--- config.mk ---
export PLATFORM = sky130hd
export DESIGN_NAME = frame_buffer_arbiter_flat
export DESIGN_NICKNAME = d
export VERILOG_FILES = /design/src/rtl/frame_buffer_arbiter_if.sv /design/src/rtl/frame_buffer_arbiter.sv /design/src/flat_wrapper.sv
export SDC_FILE = /design/constraint.sdc
export NUM_CORES = 1
export LEC_CHECK = 0
export BUFFER_PORTS_ARGS = -buffer_cell sky130_fd_sc_hd__buf_4
export CAP_MARGIN = 10
export CORE_MARGIN = 1
export CORE_UTILIZATION = 32
export CTS_CLUSTER_DIAMETER = 120
export DETAILED_ROUTE_END_ITERATION = 8
export PLACE_DENSITY_LB_ADDON = 0.15
export SETUP_SLACK_MARGIN = 0.2
export SKIP_CTS_REPAIR_TIMING = 1
export SYNTH_ARGS = -nofsm -noshare
export SYNTH_HDL_FRONTEND = slang
export SYNTH_SLANG_ARGS = --single-unit
export TNS_END_PERCENT = 20
--- constraint.sdc ---
create_clock -name clk -period 2.4 [get_ports clk]
set_input_delay 0.36 -clock clk [delete_from_list [all_inputs] [get_ports clk]]
set_output_delay 0.36 -clock clk [all_outputs]
set_load 0.02 [all_outputs]
--- src/rtl/frame_buffer_arbiter_if.sv ---
// Read-port bundle for the frame buffer arbiter: two requesters plus the BRAM read port.
// The slave modport is the arbiter's view; master is the requester/memory side.
interface frame_buffer_arbiter_if #(
    parameter int ADDR_W = 17,
    parameter int DATA_W = 16
);
    logic              disp_req;
    logic [ADDR_W-1:0] disp_addr;
    logic              disp_gnt;
    logic              disp_rvalid;
    logic [DATA_W-1:0] disp_rdata;

    logic              proc_req;
    logic [ADDR_W-1:0] proc_addr;
    logic              proc_gnt;
    logic              proc_rvalid;
    logic [DATA_W-1:0] proc_rdata;

    logic              mem_en;
    logic [ADDR_W-1:0] mem_addr;
    logic [DATA_W-1:0] mem_rdata;

    modport slave (
        input  disp_req, disp_addr, proc_req, proc_addr, mem_rdata,
        output disp_gnt, disp_rvalid, disp_rdata,
        output proc_gnt, proc_rvalid, proc_rdata,
        output mem_en, mem_addr
    );

    modport master (
        output disp_req, disp_addr, proc_req, proc_addr, mem_rdata,
        input  disp_gnt, disp_rvalid, disp_rdata,
        input  proc_gnt, proc_rvalid, proc_rdata,
        input  mem_en, mem_addr
    );
endinterface

--- src/rtl/frame_buffer_arbiter.sv ---
// Frame buffer read-port arbiter: display has priority, processing is starvation-guarded
// and blocked during capture. Define FB_ARB_STATS_EN to build the processing stall counter.
//
// state      | meaning
// NORMAL     | display first, processing when display idle
// FORCE_PROC | one cycle where a waiting processing request beats display
// LOCKED     | capture in progress, display-only grants
module frame_buffer_arbiter #(
    parameter int ADDR_W       = 17,
    parameter int DATA_W       = 16,
    parameter int RD_LAT       = 1,
    parameter int STARVE_LIMIT = 8
) (
    input  logic                   clk,
    input  logic                   reset,
    input  logic                   capture_busy,
    frame_buffer_arbiter_if.slave  bus,
    output logic [15:0]            proc_stall_cnt
);
    localparam int CNT_W = $clog2(STARVE_LIMIT + 1);

    typedef enum logic [1:0] {
        NORMAL     = 2'd0,
        FORCE_PROC = 2'd1,
        LOCKED     = 2'd2
    } state_t;

    state_t            state;
    logic [CNT_W-1:0]  starve_cnt;
    logic              proc_ok;
    logic              disp_gnt;
    logic              proc_gnt;
    logic [1:0]        tag_pipe [RD_LAT];
    logic [DATA_W-1:0] rdata;

    // Grants are combinational so a request is accepted in the cycle it is presented.
    always_comb begin
        proc_ok  = bus.proc_req & ~capture_busy;
        disp_gnt = 1'b0;
        proc_gnt = 1'b0;
        if (!reset) begin
            case (state)
                LOCKED: begin
                    disp_gnt = bus.disp_req;
                end
                FORCE_PROC: begin
                    if (proc_ok)
                        proc_gnt = 1'b1;
                    else if (bus.disp_req)
                        disp_gnt = 1'b1;
                end
                default: begin
                    if (bus.disp_req)
                        disp_gnt = 1'b1;
                    else if (proc_ok)
                        proc_gnt = 1'b1;
                end
            endcase
        end
    end

    assign bus.disp_gnt = disp_gnt;
    assign bus.proc_gnt = proc_gnt;
    assign bus.mem_en   = disp_gnt | proc_gnt;
    assign bus.mem_addr = disp_gnt ? bus.disp_addr :
                          proc_gnt ? bus.proc_addr : '0;

    always_ff @(posedge clk) begin
        if (reset) begin
            state      <= NORMAL;
            starve_cnt <= '0;
        end else if (capture_busy) begin
            state      <= LOCKED;
            starve_cnt <= '0;
        end else if (state == LOCKED) begin
            state      <= NORMAL;
            starve_cnt <= '0;
        end else begin
            state <= NORMAL;
            if (proc_gnt || !bus.proc_req) begin
                starve_cnt <= '0;
            end else if (disp_gnt) begin
                // capture_busy is low here, so a display grant means processing was passed over
                if (starve_cnt == CNT_W'(STARVE_LIMIT - 1)) begin
                    state      <= FORCE_PROC;
                    starve_cnt <= '0;
                end else begin
                    starve_cnt <= starve_cnt + CNT_W'(1);
                end
            end
        end
    end

    // Tag pipeline mirrors the BRAM latency; bit 1 = display, bit 0 = processing.
    always_ff @(posedge clk) begin
        if (reset) begin
            for (int i = 0; i < RD_LAT; i++) tag_pipe[i] <= 2'b00;
        end else begin
            tag_pipe[0] <= {disp_gnt, proc_gnt};
            for (int i = 1; i < RD_LAT; i++) tag_pipe[i] <= tag_pipe[i-1];
        end
    end

    assign rdata           = bus.mem_rdata;
    assign bus.disp_rvalid = tag_pipe[RD_LAT-1][1] & ~reset;
    assign bus.proc_rvalid = tag_pipe[RD_LAT-1][0] & ~reset;
    assign bus.disp_rdata  = rdata;
    assign bus.proc_rdata  = rdata;

`ifdef FB_ARB_STATS_EN
    logic [15:0] stall_q;

    always_ff @(posedge clk) begin
        if (reset)
            stall_q <= '0;
        else if (bus.proc_req && !proc_gnt && stall_q != 16'hFFFF)
            stall_q <= stall_q + 16'd1;
    end

    assign proc_stall_cnt = reset ? 16'd0 : stall_q;
`else
    assign proc_stall_cnt = 16'd0;
`endif
endmodule

--- src/flat_wrapper.sv ---
// flat-port wrapper written by rule: the top's interface ports become plain ports
module frame_buffer_arbiter_flat 
#(
    parameter int ADDR_W       = 17,
    parameter int DATA_W       = 16,
    parameter int RD_LAT       = 1,
    parameter int STARVE_LIMIT = 8
)
  (clk, reset, capture_busy, proc_stall_cnt, bus_disp_req, bus_disp_addr, bus_proc_req, bus_proc_addr, bus_mem_rdata, bus_disp_gnt, bus_disp_rvalid, bus_disp_rdata, bus_proc_gnt, bus_proc_rvalid, bus_proc_rdata, bus_mem_en, bus_mem_addr);
  frame_buffer_arbiter_if #(.ADDR_W(ADDR_W), .DATA_W(DATA_W)) bus_i ();
  input  logic clk;
  input  logic reset;
  input  logic capture_busy;
  output logic [15:0] proc_stall_cnt;
  input wire logic [$bits(bus_i.disp_req)-1:0] bus_disp_req;
  input wire logic [$bits(bus_i.disp_addr)-1:0] bus_disp_addr;
  input wire logic [$bits(bus_i.proc_req)-1:0] bus_proc_req;
  input wire logic [$bits(bus_i.proc_addr)-1:0] bus_proc_addr;
  input wire logic [$bits(bus_i.mem_rdata)-1:0] bus_mem_rdata;
  output wire logic [$bits(bus_i.disp_gnt)-1:0] bus_disp_gnt;
  output wire logic [$bits(bus_i.disp_rvalid)-1:0] bus_disp_rvalid;
  output wire logic [$bits(bus_i.disp_rdata)-1:0] bus_disp_rdata;
  output wire logic [$bits(bus_i.proc_gnt)-1:0] bus_proc_gnt;
  output wire logic [$bits(bus_i.proc_rvalid)-1:0] bus_proc_rvalid;
  output wire logic [$bits(bus_i.proc_rdata)-1:0] bus_proc_rdata;
  output wire logic [$bits(bus_i.mem_en)-1:0] bus_mem_en;
  output wire logic [$bits(bus_i.mem_addr)-1:0] bus_mem_addr;
  assign bus_i.disp_req = bus_disp_req;
  assign bus_i.disp_addr = bus_disp_addr;
  assign bus_i.proc_req = bus_proc_req;
  assign bus_i.proc_addr = bus_proc_addr;
  assign bus_i.mem_rdata = bus_mem_rdata;
  assign bus_disp_gnt = bus_i.disp_gnt;
  assign bus_disp_rvalid = bus_i.disp_rvalid;
  assign bus_disp_rdata = bus_i.disp_rdata;
  assign bus_proc_gnt = bus_i.proc_gnt;
  assign bus_proc_rvalid = bus_i.proc_rvalid;
  assign bus_proc_rdata = bus_i.proc_rdata;
  assign bus_mem_en = bus_i.mem_en;
  assign bus_mem_addr = bus_i.mem_addr;
  frame_buffer_arbiter #(.ADDR_W(ADDR_W), .DATA_W(DATA_W), .RD_LAT(RD_LAT), .STARVE_LIMIT(STARVE_LIMIT)) u_core (.clk(clk), .reset(reset), .capture_busy(capture_busy), .bus(bus_i), .proc_stall_cnt(proc_stall_cnt));
endmodule
==> flow_metrics.py <==
metrics = {
    "timing": {
        "max_freq_mhz": 461,
        "timing_hold_violations_final": 0,
        "fin_worst_hold_slack_ps": 325,
        "setup_repair_after_global_routing_missed_its_margin": "false",
        "worst_slew_pin_slew_ps": 589,
        "fin_crit_sh_pct": 90.5,
        "worst_clock_skew_ps": 1.97,
        "max-slew-margin-rel_pct": 60.7,
        "timing.final.ws_setup_ps": 229,
        "final.min_clock_period_ps": 2170,
        "setup_viol_count_final": 0,
        "final_max_slew_viol_count": 0,
    },
    "yosys": {
        "synth_enable_flop_cells": 0,
        "post-synth-top-area-cell": "sky130_fd_sc_hd__buf_4",
        "yosys.cell_count.top_type": "sky130_fd_sc_hd__buf_4",
        "synthXorXnorAreaFrac_pct": 0,
        "share_of_yosys_cell_area_claimed_by_the_top_area_cell_type_pct": 37.6,
        "synthSimpleGateAreaFrac_pct": 17.0,
        "synth.top_cells.by_area": "sky130_fd_sc_hd__buf_4 38%, sky130_fd_sc_hd__dfxtp_1 17%, sky130_fd_sc_hd__a22o_1 16%, sky130_fd_sc_hd__ha_1 3.9%, sky130_fd_sc_hd__nor2b_1 2.6%",
        "yosys-mux-area-fraction_pct": 0,
        "synth_top_family_by_area": "buffers and inverters",
        "ys_types": 27,
        "syn-cell-area_sq_um": 957,
        "synth_top_flop_cell": "sky130_fd_sc_hd__dfxtp_1",
        "synth_compound_area_share_pct": 20.9,
        "synth_fa_ha_area_share_pct": 3.92,
        "synth_cells": 118,
        "ys_warn_count": 0,
        "postSynthAreaPerCell_sq_um": 8.11,
        "asyncSetResetFlopFracSynth_pct": 0,
        "synth_seq_cells": 8,
        "yosys-top-cells-count": "48 x sky130_fd_sc_hd__buf_4, 17 x sky130_fd_sc_hd__a22o_1, 8 x sky130_fd_sc_hd__dfxtp_1",
        "synth_seq_area_share_pct": 16.7,
    },
    "clock_network": {
        "tritoncts.num_buffers": 3,
        "numClockSinks": 8,
        "clk-insertion-delay-late_ps": 260,
        "ctsLongestPathBuffers": 2,
        "clock_slew_seen_by_the_registers_of_the_worst_setup_and_hold_paths_ps": 50,
        "cts_tree": "done",
        "cts.root.buffer_cell": "sky130_fd_sc_hd__clkbuf_4",
        "cts-htree-levels": 1,
    },
    "finish": {
        "nNetsFinal": 209,
        "flow.area_growth_from_synthesis_pct": 25.6,
        "antenna-diode-count": 0,
        "finish.instance_area_sq_um": 1200,
        "post_route_cells_drive_above_1_share_pct": 50.3,
        "fin_util_pct": 42.9,
    },
    "min_path": {
        "worstHoldPathCells": 2,
        "holdPathEnd": "u_core.state[1]$_SDFF_PP0_",
        "hp-start": "reset",
        "hp-class": "input port to register",
    },
    "route": {
        "vias": 880,
        "firstDrtPassIters": 6,
        "drt_iter0_drc": 47,
        "postRouteAntennaNets": 0,
        "drc_errors": 20,
        "post_drt_via_cell_ratio": 4.89,
        "routed_wl_um": 2630,
        "wl_per_cell_um": 14.6,
    },
    "flow_run": {
        "max_cap_violations": 0,
    },
    "power": {
        "static-leakage-power_nw": 0.610,
        "ir_worst_vdd_v": 0.000258,
        "design_power_total_w": 0.000413,
        "power.share.switching_pct": 33.0,
        "switchingPower_w": 0.000136,
        "register_share_of_total_power_pct": 32.9,
        "combinationalPowerShare_pct": 41.8,
        "internal_power_w": 0.000277,
        "p_clk_share_pct": 25.3,
        "p_per_area_nw_per_um2": 344,
    },
    "setup_path": {
        "critical_path_peak_fanout": 5,
        "critical_path_required_ps": 2040,
        "rr_endpoint": "u_core.starve_cnt[1]$_SDFFE_PP0P_",
        "reg2reg_from": "u_core.state[0]$_SDFF_PP0_",
        "r2r_slack_ps": 850,
        "worst-r2r-cell-count": 5,
        "crit_start": "u_core.state[0]$_SDFF_PP0_",
        "worstSetupPathType": "register to output pin",
        "timing.critical_path.to_type": "output pin",
        "cp-start-kind": "register",
        "arrival_ps": 1810,
    },
    "floorplan": {
        "die_y_um": 56.7,
        "core_region_area_sq_um": 2810,
        "boundaryPins": 125,
        "die-width_um": 56.7,
        "initial_utilization_pct": 34.1,
        "total_die_area_sq_um": 3210,
        "core.rowCount": 19,
    },
    "placement": {
        "place_area_sq_um": 1120,
        "routabilityCongestion": 0.732,
        "port_buffers": 60,
        "place_hpwl_um": 1950,
        "dp_worst_setup_slack_ps": 153,
    },
    "outcome": {
        "violations": "design-rule violations",
        "status": "finished, violations left",
    },
    "grt": {
        "global_route.usage.total_pct": 14.5,
        "grt_max_degree": 21,
        "grt_pass1_vias": 810,
        "grt.overflow.total": 0,
        "antenna_found_initial": 0,
        "grt_first_pass_wirelength_um": 3620,
    },
}
## per-layer routing
metal	vias up	global-route usage (%)	wire [um]
li1	416	-	-
met1	397	15.2	990
met2	51	25.3	1280
met3	16	4.38	296
met4	0	8.21	66
met5	-	0	0
## cell type report
type / count / area [sq um]
fillers: 278 / 1600
multi-input cells: 72 / 488
repair buffers: 64 / 484
flip-flops and latches: 8 / 161
well taps: 31 / 38.8
clock buffers: 3 / 22.5
inverters: 2 / 7.51
## power by group through the flow
stage | sequential (W) | clock, W | combinational (W)
4_1_cts | 0.000136 | 0.000107 | 0.000167
3_3_place_gp | 0.000139 | 0 | 0.000166
6_report | 0.000136 | 0.000104 | 0.000173
5_1_grt | 0.000136 | 0.000109 | 0.000184
2_1_floorplan | 0.000139 | 0 | 0.000179
3_5_place_dp | 0.000139 | 0 | 0.000167
## critical path, cell delays in order (launching register included)
cell and delay (ps):
sky130_fd_sc_hd__dfxtp_2 330, sky130_fd_sc_hd__inv_1 40, sky130_fd_sc_hd__ha_1 310, sky130_fd_sc_hd__or2_4 260, sky130_fd_sc_hd__and3_4 180, sky130_fd_sc_hd__or2_2 270
sky130_fd_sc_hd__buf_4 160
## per-stage QoR
| step | setup TNS (ps) | instances |
|---|---|---|
| after floorplan | 0 | 133 |
| after global placement | 0 | 172 |
| after detailed placement | 0 | 172 |
| after CTS | -950 | 175 |
| after global routing | 0 | 180 |
| final | 0 | 180 |
## cells in the final DEF (no fill, tap or decap)
master                     count
sky130_fd_sc_hd__a211o_1       1
sky130_fd_sc_hd__and3_4        2
sky130_fd_sc_hd__nand2_1       1
sky130_fd_sc_hd__nand4b_1      1
sky130_fd_sc_hd__nor3b_1       1
sky130_fd_sc_hd__dfxtp_1       7
sky130_fd_sc_hd__or3b_2        1
sky130_fd_sc_hd__a22o_1       17
sky130_fd_sc_hd__dfxtp_2       1
sky130_fd_sc_hd__or3_1         1
sky130_fd_sc_hd__nand3b_1      3
sky130_fd_sc_hd__or4b_1        1
sky130_fd_sc_hd__ha_1          3
sky130_fd_sc_hd__nor2b_1       4
sky130_fd_sc_hd__o31ai_1       1
sky130_fd_sc_hd__inv_1         2
sky130_fd_sc_hd__nor4b_1       1
sky130_fd_sc_hd__buf_6         1
sky130_fd_sc_hd__and3_1        1
sky130_fd_sc_hd__nand2b_1      1
sky130_fd_sc_hd__or2_4         1
sky130_fd_sc_hd__and3_2        1
sky130_fd_sc_hd__and3b_2       1
sky130_fd_sc_hd__o21ai_0       3
sky130_fd_sc_hd__nor2_1        3
sky130_fd_sc_hd__clkbuf_4      3
sky130_fd_sc_hd__or2_2         1
sky130_fd_sc_hd__conb_1       16
sky130_fd_sc_hd__buf_4        63
sky130_fd_sc_hd__nand3_1       2
sky130_fd_sc_hd__a21oi_1       4
## cell families after synthesis
kind of cell,Yosys count
adders and majority gates,3
DFF,8
and+or+nand+nor,25
buffers and inverters,55
other,1
AOI/OAI and AO/OA,26
## worst max-delay path by stage
stage / end / slack (ps) / cells after the start
2_1_floorplan: bus_mem_en / 490 / 6
3_3_place_gp: bus_mem_en / 210 / 6
3_5_place_dp: bus_mem_en / 150 / 6
4_1_cts: bus_mem_en / -140 / 6
5_1_grt: bus_mem_en / 190 / 6
6_report: bus_mem_en / 230 / 6
## flip-flops by register name, indices dropped and copies added (netlist names)
name               count
u_core.starve_cnt      4
u_core.state           2
u_core.tag_pipe        2
Power figures use the tool's default switching activity.
